**config.mk**
```make
export PLATFORM = sky130hd
export DESIGN_NAME = arith_exec_pipeline
export DESIGN_NICKNAME = d
export VERILOG_FILES = /design/src/rtl/arith_exec_pipeline.sv
export SDC_FILE = /design/constraint.sdc
export NUM_CORES = 1
export LEC_CHECK = 0
export ABC_CLOCK_PERIOD_IN_PS = 3000
export BUFFER_PORTS_ARGS = -buffer_cell sky130_fd_sc_hd__buf_4
export CAP_MARGIN = 10
export CORE_UTILIZATION = 50
export DETAILED_ROUTE_END_ITERATION = 10
export PLACE_DENSITY = 0.76
export SKIP_CTS_REPAIR_TIMING = 1
export SLEW_MARGIN = 10
export SYNTH_ARGS = -nofsm -noshare
export SYNTH_HDL_FRONTEND = slang
export SYNTH_SLANG_ARGS = --single-unit
```
**constraint.sdc**
```tcl
create_clock -name clk -period 3 [get_ports clk]
set_input_delay 0.15 -clock clk [delete_from_list [all_inputs] [get_ports clk]]
set_output_delay 0.15 -clock clk [all_outputs]
set_load 0.03 [all_outputs]
```
**src/rtl/arith_exec_pipeline.sv**
```systemverilog
// ALU execution unit: one op per cycle through a shared combinational ALU, then STAGES elastic
// register stages with valid/ready backpressure, bubble collapsing and ROB flush.
module arith_exec_pipeline #(
  parameter int unsigned DATA_W = 8,
  parameter int unsigned OP_W   = 4,
  parameter int unsigned ROB_W  = 5,
  parameter int unsigned REG_W  = 5,
  parameter int unsigned STAGES = 2
) (
  input  logic              clk,
  input  logic              rst,
  input  logic              flush,
  input  logic              in_valid,
  output logic              in_ready,
  input  logic [OP_W-1:0]   opcode,
  input  logic [ROB_W-1:0]  rob_entry,
  input  logic [REG_W-1:0]  dest_reg,
  input  logic [REG_W-1:0]  flag_reg,
  input  logic [DATA_W-1:0] op_a_val,
  input  logic [DATA_W-1:0] op_b_val,
  input  logic [DATA_W-1:0] flags_val,
  output logic              out_valid,
  input  logic              out_ready,
  output logic [ROB_W-1:0]  rob_entry_out,
  output logic [REG_W-1:0]  dest_reg_out,
  output logic [REG_W-1:0]  flag_reg_out,
  output logic [DATA_W-1:0] result_val,
  output logic [DATA_W-1:0] result_flags,
  output logic              busy
);

  localparam int unsigned Msb   = DATA_W - 1;
  localparam int unsigned WideW = DATA_W + 1;

  localparam logic [OP_W-1:0] OpAdd = OP_W'(0);
  localparam logic [OP_W-1:0] OpAdc = OP_W'(1);
  localparam logic [OP_W-1:0] OpSub = OP_W'(2);
  localparam logic [OP_W-1:0] OpAnd = OP_W'(3);
  localparam logic [OP_W-1:0] OpOr  = OP_W'(4);
  localparam logic [OP_W-1:0] OpXor = OP_W'(5);
  localparam logic [OP_W-1:0] OpShl = OP_W'(6);
  localparam logic [OP_W-1:0] OpShr = OP_W'(7);

  typedef struct packed {
    logic [ROB_W-1:0]  rob;
    logic [REG_W-1:0]  dest;
    logic [REG_W-1:0]  flag;
    logic [DATA_W-1:0] q;
    logic [DATA_W-1:0] f;
  } payload_t;

  logic [WideW-1:0]  wide;
  logic [DATA_W-1:0] alu_q;
  logic [DATA_W-1:0] alu_f;
  logic              alu_c;
  logic              alu_v;

  // Flag layout: [0] carry/borrow, [1] zero, [2] negative, [3] overflow; upper bits pass through.
  always_comb begin
    wide  = '0;
    alu_q = op_b_val;
    alu_c = 1'b0;
    alu_v = 1'b0;
    case (opcode)
      OpAdd, OpAdc: begin
        wide  = {1'b0, op_a_val} + {1'b0, op_b_val} +
                ((opcode == OpAdc) ? WideW'(flags_val[0]) : '0);
        alu_q = wide[Msb:0];
        alu_c = wide[DATA_W];
        alu_v = (op_a_val[Msb] == op_b_val[Msb]) && (alu_q[Msb] != op_a_val[Msb]);
      end
      OpSub: begin
        wide  = {1'b0, op_a_val} - {1'b0, op_b_val};
        alu_q = wide[Msb:0];
        alu_c = wide[DATA_W];
        alu_v = (op_a_val[Msb] != op_b_val[Msb]) && (alu_q[Msb] != op_a_val[Msb]);
      end
      OpAnd: alu_q = op_a_val & op_b_val;
      OpOr:  alu_q = op_a_val | op_b_val;
      OpXor: alu_q = op_a_val ^ op_b_val;
      OpShl: begin
        alu_q = {op_a_val[Msb-1:0], 1'b0};
        alu_c = op_a_val[Msb];
      end
      OpShr: begin
        alu_q = {1'b0, op_a_val[Msb:1]};
        alu_c = op_a_val[0];
      end
      default: alu_q = op_b_val;
    endcase
    alu_f = {flags_val[Msb:4], alu_v, alu_q[Msb], alu_q == '0, alu_c};
  end

  payload_t              new_pl;
  payload_t              pl_q     [STAGES];
  payload_t              stage_in [STAGES];
  logic [STAGES-1:0]     valid_q;
  logic [STAGES-1:0]     up_valid;
  logic [STAGES-1:0]     ready;

  always_comb begin
    new_pl.rob  = rob_entry;
    new_pl.dest = dest_reg;
    new_pl.flag = flag_reg;
    new_pl.q    = alu_q;
    new_pl.f    = alu_f;
  end

  for (genvar g = 0; g < STAGES; g++) begin : g_link
    if (g == 0) begin : g_head
      assign up_valid[g] = in_valid;
      assign stage_in[g] = new_pl;
    end else begin : g_body
      assign up_valid[g] = valid_q[g-1];
      assign stage_in[g] = pl_q[g-1];
    end
  end

  // A stage can accept when any stage from it to the output is empty, or the output drains.
  always_comb begin
    ready = '0;
    for (int i = 0; i < STAGES; i++) begin
      ready[i] = out_ready;
      for (int j = i; j < STAGES; j++) begin
        if (!valid_q[j]) ready[i] = 1'b1;
      end
    end
  end

  always_ff @(posedge clk) begin
    if (rst) begin
      valid_q <= '0;
      for (int i = 0; i < STAGES; i++) pl_q[i] <= '0;
    end else if (flush) begin
      valid_q <= '0;
    end else begin
      for (int i = 0; i < STAGES; i++) begin
        if (ready[i]) begin
          valid_q[i] <= up_valid[i];
          if (up_valid[i]) pl_q[i] <= stage_in[i];
        end
      end
    end
  end

  assign in_ready      = ready[0];
  assign out_valid     = valid_q[STAGES-1];
  assign busy          = |valid_q;
  assign rob_entry_out = pl_q[STAGES-1].rob;
  assign dest_reg_out  = pl_q[STAGES-1].dest;
  assign flag_reg_out  = pl_q[STAGES-1].flag;
  assign result_val    = pl_q[STAGES-1].q;
  assign result_flags  = pl_q[STAGES-1].f;

endmodule

```
### Word-level counts from Yosys, hierarchy flattened

Memories as Yosys holds them, arrays and structs flattened.
Index checks and enable logic that the tools add are counted.
Widths: inputs -> output; s select.

* register bits after elaboration: 2
* bits in latches: 0
* memory bits (writable): 62
* memory bits (read-only): 0
* input port bits: 48
* output and inout port bits: 34
* memories: 1

Memory list
* pl_q: words 2, bits a word 31, read ports 2, clocked after Yosys merged registers in 0, wr ports 2, line 95 `payload_t pl_q [STAGES];`

* add/sub/neg operators: 3
* $mul: 0
* div/mod/pow operators: 0
* magnitude comparators: 0
* eq/ne operators: 11
* shifts and indexed selects: 0
* mux-type cells: 21
* bitwise logic cells: 5
* reduce and logical (&&, ||, !) cells: 7

Operator list (count)
* $mux 31: 2
* $pmux 8 s7: 1
* $eq 4x3->1 const B: 4
* $mux 1: 16
* $add 8x8->9: 1
* $add 9x1->9: 1
* $sub 8x8->9: 1
* $and 8x8->8: 1
* $eq 4x2->1 const B: 2
* $logic_not 8->1: 1
* $or 8x8->8: 1
* $xor 8x8->8: 1
* $reduce_or 2->1: 3
* $eq 4x1->1 const B: 1
* $logic_not 4->1: 1
* $pmux 1 s4: 1
* $ne 1x1->1: 3
* $logic_and 1x1->1: 2
* $or 1x1->1: 2
* $pmux 1 s2: 1
* $eq 1x1->1: 1

### Depth between registers and ports, before layout

Gate-level depths: netlist of the first run.

* depth in word-level cells: 7
* mapped depth: 12
* mapped depth without buffers: 11

### Worst setup path before layout of the first run

Ideal clock, no wire load.

* path kind: input -> register
* from: input opcode[3]
* to: memory pl_q[0][1] in the netlist's numbering, data pin
* arrival time: 2686 ps
* required time: 2739 ps
* setup slack: 53 ps
* cell stages on the path: 12
* cell sequence: buf_2 > nor3_1 > nand3_1 > fa_1 > fa_1 > nand3b_1 > a21oi_1 > a32o_1 > nor3_1 > a41o_1 > a22oi_2 > nor4_1

RTL lines
* start: declaration: line 15 `input logic [OP_W-1:0] opcode,`
* end: declaration: line 95

==> results.txt, run 1 <==
Status - finished clean
Seq pwr share - 47.8%
Final Hold Slack - 0.0972 ns
DR WL/cell - 14.1 µm
Period minus WS final - 2.58 ns
Finished Layout Cells - 542
Die width - 92.6 µm
Clock tree sinks - 62
Final hold vios - 0
Filler cells - 662
Synthesized Nets - 462
Combinational fraction of design power - 20.1%
Peak supply drop - 0.188 mV
EDFF count, synth - 60
Count of buffer and inverter cells on the critical path - 1
Syn avg cell area - 10.6 µm²
Clock buffer depth - 2
First-pass GRT wire length - 12.6 mm
Cell taking the most area after synthesis - edfxtp_1
Critical path's largest stage delay - 0.42 ns
Routed WL - 7.67 mm
Gpl congestion - 0.940
Clk Latency, worst-skew pair - 0.33 ns
CTS tree - built
Hold path cells - 2
Sequential Area - 1840 µm²
Worst slew pin tran - 0.796 ns
PwrDens - 450 nW/µm²
Largest net degree at the start of global routing - 41
Gate Count Post-Synth - 387
FF-to-FF path depth - 4
Via Count - 2940
RSZ-0062 raised after global routing - no
Vias in the first global route - 2740
Crit-path max FO - 3
Chip height - 92.6 µm
Total die area - 8570 µm²
Max Slew Vio Count - 0
Initial detailed-routing violation count - 149
Crit path depth - 12
Crit-path slowest cell - fa_1
Initial Util - 52.2%
Tot Pwr - 2120 µW
ANT nets after route - 0
Crit Path Class - in -> reg
Layout cells sized above 1 - 25.9%
Total Neg Setup Slack - 0 ns
Most frequent cells in the layout - buf_4, edfxtp_1, and2_1, inv_1, ha_1
Synth unique cells - 59
Clock slew seen by the registers of the worst setup and hold paths - 0.07 ns
CP cell instances - buf_4 -> nor3_1 -> nand3_1 -> fa_1 -> fa_1 -> nand3b_1 -> nand3_1 -> o2111a_1 -> a21oi_1 -> o31ai_1 -> nand4_1 -> nor4_1
Synth Cell Area - 4100 µm²
Simple-Gate Fraction of Synth Area - 19.4%
Int Pwr - 1560 µW
Slew HR - 46.8%
Crit share post-route - 86.1%
Adder-Cell Fraction of Synth Area - 8.79%
Post-synth top area share - 43.9%
TritonRoute pass-1 iters - 5
Total GRT Usage - 19.1%
Final count of negative-setup-slack endpoints - 0
Worst EP arrival - 2.73 ns
I/O pins - 82
Main combinational cell family by area after synthesis - simple AND/OR/NAND/NOR gates
Register area share after synthesis - 44.9%
Syn-to-layout area delta - 15.0%
Hold Path Class - in -> reg
Initial antenna violation count - 0
Multi-input logic area - 1790 µm²
Num CTS Buffers - 9
DP Cell Count - 524
Synth Flop Type - edfxtp_1
Setup crit start kind - input pin
H-tree depth - 3
NetSw - 565 µW
Clk pwr share - 32.1%
CP delay by family, top - simple AND/OR/NAND/NOR gates
Worst endpoint required time - 3.15 ns
Rows - 32
Area contributors post-synth - edfxtp_1, and2_1, ha_1, buf_4, inv_1
XOR/XNOR share of the synthesized area - 0.641%
Drt drc - 0
Complex-gate fraction of the synthesized area - 12.0%
# diodes - 0
Most common cell after layout, fill and taps aside - buf_4
Synth warn - 0
Max-cap violations - 0
Clock Root Buffer - clkbuf_8
Mux cell area share after synthesis - 2.69%
Fmax - 387 MHz
Async set or reset register ratio after synthesis - 0%
Final net count - 510
Leak - 0.00198 µW
HPWL after DPL - 5.72 mm
Port Buffer Count - 78
CP endpoint kind - flop
Layout Skew - 0.00896 ns
Gr ovfl total - 0
Switching share of power - 26.6%
Synthesized flop and latch total - 62
Core Box Area - 7850 µm²
Vias per cell - 5.42
state kept, by name (all words and copies together), names as in the netlist:
name,count
valid_q,2
pl_q,60
worst reg2reg max path, stage by stage (launching register included):
cell	delay [ns]
dfxtp_1	0.44
o21ai_1	0.14
nand2b_1	0.31
or4_1	0.58
a31oi_1	0.20
synth_stat cells (4+ instances only):
library cell,n
a21oi_1,19
o21ai_1,5
nand2b_1,6
and2_1,52
or3_1,5
inv_1,28
edfxtp_1,60
buf_6,6
clkbuf_1,7
nand3_1,6
buf_2,4
a221oi_1,4
nand2_1,17
nor2b_1,4
o211ai_1,4
mux4_2,4
nor3_1,9
nor2_1,21
o21ai_0,11
ha_1,24
buf_4,32
final cells by class:
class | instances | share of cell area, %
inverter | 28 | 2.23
clock buffer | 9 | 2.63
timing repair buffer | 87 | 14.0
tap | 102 | 2.71
clock inverter | 7 | 1.38
multi-input combinational | 247 | 38.0
sequential | 62 | 39.1
per-stage QoR:
stage          area (µm²)  util [%]  setup slack (ns)
6_report             4710      60.1             0.417
5_1_grt              4710      60.1             0.266
4_1_cts              4690      59.8             0.430
3_5_place_dp         4500      57.4            0.0924
3_3_place_gp         4500      57.4             0.201
2_1_floorplan        4100         -            0.0532
cells by family after synthesis:
group | Yosys count
AOI/OAI and AO/OA | 73
and+or+nand+nor | 138
xor gates and xnor gates | 3
adders and majority gates | 27
muxes | 6
buffers and inverters | 78
DFF | 62
power groups by stage:
stage | clock, µW | combinational (µW) | sequential [µW]
floorplan | 0 | 313 | 1030
global placement | 0 | 412 | 1030
detailed placement | 0 | 423 | 1030
CTS | 699 | 425 | 1010
global route | 747 | 467 | 1020
finish | 681 | 426 | 1010
worst paths after layout:
path,slack (ns),startpoint,end
worst max-delay path,0.42,opcode[3],pl_q[0][1]$_SDFFCE_PN0P_
worst min-delay path,0.1,rob_entry[1],pl_q[0][27]$_SDFFCE_PN0P_
worst max register to register,1.17,valid_q[0]$_SDFFE_PP0N_,pl_q[0][0]$_SDFFCE_PN0P_
worst min register to register,0.51,pl_q[0][17]$_SDFFCE_PN0P_,pl_q[0][48]$_SDFFCE_PN0P_
routing by layer:
| metal | wire length (µm) | GRT usage (%) | share of wire, % |
|---|---|---|---|
| met5 | 0 | 0 | 0 |
| met1 | 3090 | 22.9 | 40 |
| met4 | 178 | 8.07 | 2.3 |
| met3 | 475 | 4.27 | 6.2 |
| met2 | 3920 | 33.0 | 51 |
(Power assumes the default switching activity.)
==> run 2, diff against run 1 <==
--- a/config.mk
+++ b/config.mk
@@ -10,7 +10,8 @@
 export CAP_MARGIN = 10
 export CORE_UTILIZATION = 50
 export DETAILED_ROUTE_END_ITERATION = 10
-export PLACE_DENSITY = 0.76
+export HOLD_SLACK_MARGIN = 0.12
+export PLACE_DENSITY_LB_ADDON = 0.12
 export SKIP_CTS_REPAIR_TIMING = 1
 export SLEW_MARGIN = 10
 export SYNTH_ARGS = -nofsm -noshare
==> run 2 against run 1 <==
  * Sequential power about the same
  * Cell area increased by 3.6%
  * Via count increased by 1.5%
  * Core utilization increased by 2.1 points
  * Clock power fell by 14%
  * Sequential share of layout area fell by 1.3 points
  * Largest cell class unchanged
==> results.txt, run 2 (synthesized netlist as in run 1, its figures left out) <==
Status - finished clean (unchanged)
DR WL/cell - 14.5 µm (was 14.1 µm)
Gpl congestion - 0.906 (was 0.940)
Clock slew seen by the registers of the worst setup and hold paths - 0.06 ns (was 0.07 ns)
Total GRT Usage - 19.8% (was 19.1%)
CTS tree - built (unchanged)
Critical path's largest stage delay - 0.41 ns (was 0.42 ns)
Total Neg Setup Slack - 0 ns (unchanged)
Max Slew Vio Count - 0 (unchanged)
TritonRoute pass-1 iters - 4 (was 5)
PwrDens - 420 nW/µm² (was 450 nW/µm²)
Worst slew pin tran - 0.933 ns (was 0.796 ns)
Combinational fraction of design power - 22.0% (was 20.1%)
Rows - 32 (unchanged)
Via Count - 2984 (was 2940)
Setup crit start kind - input pin (unchanged)
Int Pwr - 1480 µW (was 1560 µW)
Die width - 92.6 µm (unchanged)
Slew HR - 37.6% (was 46.8%)
Total die area - 8570 µm² (unchanged)
I/O pins - 82 (unchanged)
Crit-path slowest cell - fa_1 (unchanged)
Largest net degree at the start of global routing - 53 (was 41)
Syn-to-layout area delta - 19.0% (was 15.0%)
Port Buffer Count - 78 (unchanged)
Layout Skew - 0.00697 ns (was 0.00896 ns)
CP delay by family, top - simple AND/OR/NAND/NOR gates (unchanged)
Clk Latency, worst-skew pair - 0.33 ns (about the same)
Clock Root Buffer - clkbuf_8 (unchanged)
Most flop-heavy register - pl_q (unchanged)
RSZ-0062 raised after global routing - no (unchanged)
CP cell instances - buf_4 -> nor3_1 -> nand3_1 -> fa_1 -> fa_1 -> nand3b_1 -> nand3_1 -> o2111a_1 -> a21oi_1 -> o31ai_1 -> nand4_1 -> nor4_1 (unchanged)
Max-cap violations - 0 (unchanged)
Clk pwr share - 28.6% (was 32.1%)
H-tree depth - 3 (unchanged)
Largest registers - pl_q (60), valid_q (2) (unchanged)
Period minus WS final - 2.58 ns (about the same)
Clock tree sinks - 62 (unchanged)
Vias per cell - 5.32 (was 5.42)
Layout cells sized above 1 - 24.0% (was 25.9%)
Crit share post-route - 85.9% (was 86.1%)
Most frequent cells in the layout - buf_4, edfxtp_1, and2_1, inv_1, ha_1 (unchanged)
Initial detailed-routing violation count - 112 (was 149)
Final net count - 529 (was 510)
Drt drc - 0 (unchanged)
Initial antenna violation count - 0 (unchanged)
Routed WL - 8.16 mm (was 7.67 mm)
Count of buffer and inverter cells on the critical path - 1 (unchanged)
Initial Util - 52.2% (unchanged)
Hold Path Class - in -> reg (unchanged)
Num CTS Buffers - 9 (unchanged)
Seq pwr share - 49.4% (was 47.8%)
ANT nets after route - 0 (unchanged)
Crit-path max FO - 3 (unchanged)
Vias in the first global route - 2698 (was 2740)
Chip height - 92.6 µm (unchanged)
NetSw - 568 µW (was 565 µW)
Peak supply drop - 0.201 mV (was 0.188 mV)
Met3 WL - 391 µm (was 475 µm)
Clock buffer depth - 2 (unchanged)
Switching share of power - 27.7% (was 26.6%)
Final count of negative-setup-slack endpoints - 0 (unchanged)
Final hold vios - 0 (unchanged)
Tot Pwr - 2050 µW (was 2120 µW)
# diodes - 0 (unchanged)
CP endpoint kind - flop (unchanged)
Most common cell after layout, fill and taps aside - buf_4 (unchanged)
Metal-1 WL - 3.61 mm (was 3.09 mm)
Metal2 WL - 4.01 mm (was 3.92 mm)
Leak - 0.00204 µW (was 0.00198 µW)
HPWL after DPL - 5.75 mm (was 5.72 mm)
Crit Path Class - in -> reg (unchanged)
Fmax - 388 MHz (was 387 MHz)
First-pass GRT wire length - 13.0 mm (was 12.6 mm)
Worst endpoint required time - 3.15 ns (about the same)
Max FFs per register - 60 (unchanged)
Worst EP arrival - 2.73 ns (about the same)
Gr ovfl total - 0 (unchanged)
Core Box Area - 7850 µm² (unchanged)
Uppermost layer routed - met4 (unchanged)
Filler cells - 677 (was 662)
-- run 2: layout make-up --
| class | count | area [µm²] | area share [%] |
|---|---|---|---|
| multi-input combinational | 247 | 1800 | 36.9 |
| inverter | 28 | 105 | 2.15 |
| sequential | 62 | 1840 | 37.7 |
| clock inverter | 6 | 28.8 | 0.590 |
| tap | 102 | 128 | 2.61 |
| timing repair buffer | 106 | 851 | 17.4 |
| clock buffer | 10 | 128 | 2.61 |
-- run 2: metrics by stage --
step	std cells	setup slack [ns]	utilization [%]	cell area [µm²]	hold WS [ns]
4_1_cts	539	0.459	59.4	4660	-0.0158
6_report	561	0.422	62.2	4880	0.226
5_1_grt	561	0.181	62.2	4880	0.213
3_5_place_dp	523	0.104	57.4	4500	0.344
3_3_place_gp	523	0.187	57.4	4500	0.334
2_1_floorplan	387	0.0532	-	4100	0.227
-- run 2: final timing paths --
check                       startpoint                         to  slack (ns)  cells after the start
max reg2reg    valid_q[0]$_SDFFE_PP0N_   pl_q[0][0]$_SDFFCE_PN0P_        1.12                      4
min                          out_ready    valid_q[1]$_SDFFE_PP0N_        0.23                      3
max                          opcode[3]   pl_q[0][1]$_SDFFCE_PN0P_        0.42                     12
min reg2reg  pl_q[0][11]$_SDFFCE_PN0P_  pl_q[0][42]$_SDFFCE_PN0P_        0.52                      1
-- run 2: metal layers --
layer / track usage [%] / up-vias
met5: 0 / -
met4: 9.51 / 0
met2: 31.2 / 90
met1: 26.0 / 1401
met3: 4.02 / 14
li1: - / 1479
-- run 2: worst reg2reg max path, stage by stage (launching register included) --
cell and delay (ns):
dfxtp_1 0.47, o21ai_1 0.17, nand2b_1 0.33, or4_1 0.58, a31oi_1 0.18
-- run 2: power groups by stage --
stage          clock (µW)  sequential (µW)  combinational, µW
2_1_floorplan           0             1030                313
3_3_place_gp            0             1030                418
3_5_place_dp            0             1030                425
4_1_cts               614             1010                426
5_1_grt               644             1020                493
6_report              587             1010                451
==> run 3, diff against run 2 <==
--- a/config.mk
+++ b/config.mk
@@ -8,10 +8,12 @@
 export ABC_CLOCK_PERIOD_IN_PS = 3000
 export BUFFER_PORTS_ARGS = -buffer_cell sky130_fd_sc_hd__buf_4
 export CAP_MARGIN = 10
-export CORE_UTILIZATION = 50
+export CELL_PAD_IN_SITES_DETAIL_PLACEMENT = 1
+export CELL_PAD_IN_SITES_GLOBAL_PLACEMENT = 1
+export CORE_UTILIZATION = 39
 export DETAILED_ROUTE_END_ITERATION = 10
 export HOLD_SLACK_MARGIN = 0.12
-export PLACE_DENSITY_LB_ADDON = 0.12
+export PLACE_DENSITY = 0.73
 export SKIP_CTS_REPAIR_TIMING = 1
 export SLEW_MARGIN = 10
 export SYNTH_ARGS = -nofsm -noshare
==> run 3 against run 2 <==
  * Clock power rose by 16%
  * Count of clock-buffer cells in the layout rose by 1
  * Routed wire length rose by 14%
  * Clock skew barely moved
  * Critical path depth did not move
  * Global-route usage fell by 2.4 points
  * Sequential power barely moved
  * Non-clock buffer count fell by 3
  * Critical endpoint unchanged
==> results.txt, run 3 (synthesized netlist as in run 1, its figures left out) <==
Status - finished clean (unchanged)
FF-to-FF path depth - 4 (unchanged)
Fmax - 378 MHz (was 388 MHz)
Initial detailed-routing violation count - 87 (was 112)
PwrDens - 437 nW/µm² (was 420 nW/µm²)
Final hold vios - 0 (unchanged)
CP endpoint kind - flop (unchanged)
Drt drc - 0 (unchanged)
DR WL/cell - 15.7 µm (was 14.5 µm)
Worst endpoint required time - 3.14 ns (was 3.15 ns)
Leak - 0.00204 µW (about the same)
Most common cell after layout, fill and taps aside - buf_4 (unchanged)
Max Slew Vio Count - 0 (unchanged)
Total die area - 10900 µm² (was 8570 µm²)
Chip height - 105 µm (was 92.6 µm)
Most frequent cells in the layout - buf_4, edfxtp_1, and2_1, inv_1, ha_1 (unchanged)
Worst slew pin tran - 0.942 ns (was 0.933 ns)
RSZ-0062 raised after global routing - no (unchanged)
Clk Latency, worst-skew pair - 0.33 ns (about the same)
Hold Path Class - in -> reg (unchanged)
Critical R2R Capture - pl_q[0][0]$_SDFFCE_PN0P_ (unchanged)
Period minus WS final - 2.65 ns (was 2.58 ns)
Most flop-heavy register - pl_q (unchanged)
Layout Skew - 0.00706 ns (was 0.00697 ns)
Total Neg Setup Slack - 0 ns (unchanged)
H-tree depth - 3 (unchanged)
Multi-input logic area - 1800 µm² (unchanged)
Crit-path slowest cell - fa_1 (unchanged)
Port Buffer Count - 78 (unchanged)
Worst EP arrival - 2.79 ns (was 2.73 ns)
Initial antenna violation count - 0 (unchanged)
Cell area after layout - 4920 µm² (was 4880 µm²)
HPWL after DPL - 6.68 mm (was 5.75 mm)
Reg2reg setup slack - 1.09 ns (was 1.12 ns)
TritonRoute pass-1 iters - 4 (unchanged)
Clk pwr share - 31.6% (was 28.6%)
Worst Hold Path EP - pl_q[0][20]$_SDFFCE_PN0P_ (was valid_q[1]$_SDFFE_PP0N_)
Switching share of power - 26.9% (was 27.7%)
ANT nets after route - 0 (unchanged)
Total GRT Usage - 17.4% (was 19.8%)
Gr ovfl total - 0 (unchanged)
Syn-to-layout area delta - 20.0% (was 19.0%)
Final core occ - 47.9% (was 62.2%)
Max FFs per register - 60 (unchanged)
Final net count - 526 (was 529)
Vias per cell - 5.11 (was 5.32)
Cell Area, Placed - 4550 µm² (was 4500 µm²)
Gpl congestion - 0.854 (was 0.906)
Core Box Area - 10300 µm² (was 7850 µm²)
Largest net degree at the start of global routing - 53 (unchanged)
Layout cells sized above 1 - 24.1% (was 24.0%)
Clock Root Buffer - clkbuf_8 (unchanged)
NetSw - 579 µW (was 568 µW)
Hold path start - flag_reg[4] (was out_ready)
Peak supply drop - 0.244 mV (was 0.201 mV)
Tot Pwr - 2150 µW (was 2050 µW)
Slew HR - 37.1% (was 37.6%)
# diodes - 0 (unchanged)
Filler cells - 1175 (was 677)
Routed WL - 9.27 mm (was 8.16 mm)
Setup crit start kind - input pin (unchanged)
Int Pwr - 1570 µW (was 1480 µW)
Worst r2r src - valid_q[0]$_SDFFE_PP0N_ (unchanged)
Crit share post-route - 88.3% (was 85.9%)
Seq pwr share - 47.3% (was 49.4%)
Critical path's largest stage delay - 0.42 ns (was 0.41 ns)
CP cell instances - buf_4 -> nor3_1 -> nand3_1 -> fa_1 -> fa_1 -> nand3b_1 -> nand3_1 -> o2111a_1 -> a21oi_1 -> o31ai_1 -> nand4_1 -> nor4_1 (unchanged)
Num CTS Buffers - 9 (unchanged)
First-pass GRT wire length - 14.9 mm (was 13.0 mm)
Sequential Area - 1840 µm² (unchanged)
Via Count - 3028 (was 2984)
Rows - 37 (was 32)
CTS tree - built (unchanged)
Crit-path max FO - 3 (unchanged)
Crit Path Class - in -> reg (unchanged)
Clock tree sinks - 62 (unchanged)
Hold path cells - 2 (was 3)
Max-cap violations - 0 (unchanged)
Clock buffer depth - 2 (unchanged)
Die width - 105 µm (was 92.6 µm)
Final count of negative-setup-slack endpoints - 0 (unchanged)
Initial Util - 39.9% (was 52.2%)
Combinational fraction of design power - 21.1% (was 22.0%)
Clock slew seen by the registers of the worst setup and hold paths - 0.07 ns (was 0.06 ns)
I/O pins - 82 (unchanged)
Largest registers - pl_q (60), valid_q (2) (unchanged)
Vias in the first global route - 3032 (was 2698)
## run 3: area by class of cell
class	count	share of cell area, %
clock buffers	11	2.67
inverters	28	2.14
multi-input cells	247	36.6
clock inverters	5	1.02
well taps	136	3.46
flip-flops and latches	62	37.4
repair buffers	103	16.7
## run 3: how the worst max path moves through the flow
stage / endpoint / cells past startpoint / from
after detailed placement: pl_q[0][1]$_SDFFCE_PN0P_ / 12 / opcode[3]
final: pl_q[0][1]$_SDFFCE_PN0P_ / 12 / opcode[3]
after global placement: pl_q[0][1]$_SDFFCE_PN0P_ / 12 / opcode[3]
after floorplan: pl_q[0][1]$_SDFFCE_PN0P_ / 12 / opcode[3]
after CTS: pl_q[0][1]$_SDFFCE_PN0P_ / 12 / opcode[3]
after global routing: pl_q[0][1]$_SDFFCE_PN0P_ / 12 / opcode[3]
## run 3: per-layer routing
layer / global-route usage, % / wire [µm] / part of all wire [%] / vias up
met5: 0 / 0 / 0 / -
met4: 8.37 / 226 / 2.4 / 0
met3: 2.56 / 284 / 3.1 / 19
met2: 29.8 / 4800 / 52 / 74
met1: 21.4 / 3960 / 43 / 1461
li1: - / - / - / 1474
## run 3: power by group through the flow
stage               sequential, µW  clock (µW)  combinational (µW)
floorplan                     1030           0                 313
global placement              1030           0                 420
detailed placement            1040           0                 433
CTS                           1020         698                 435
global route                  1020         721                 496
finish                        1020         680                 453
## run 3: worst max-delay path, delay by kind of cell
kind                     cells  cell delay [ns]
adder cells (fa/ha/maj)      2             0.84
AND/OR/NAND/NOR              6             1.05
buffers and inverters        1             0.11
AO/OA/AOI/OAI                3             0.63
## run 3: stage by stage
stage / hold WS, ns / std cells / setup WS, ns
finish: 0.122 / 592 / 0.352
global route: 0.121 / 592 / 0.171
CTS: -0.0225 / 573 / 0.371
detailed placement: 0.342 / 557 / 0.0315
global placement: 0.336 / 557 / 0.151
floorplan: 0.227 / 387 / 0.0532
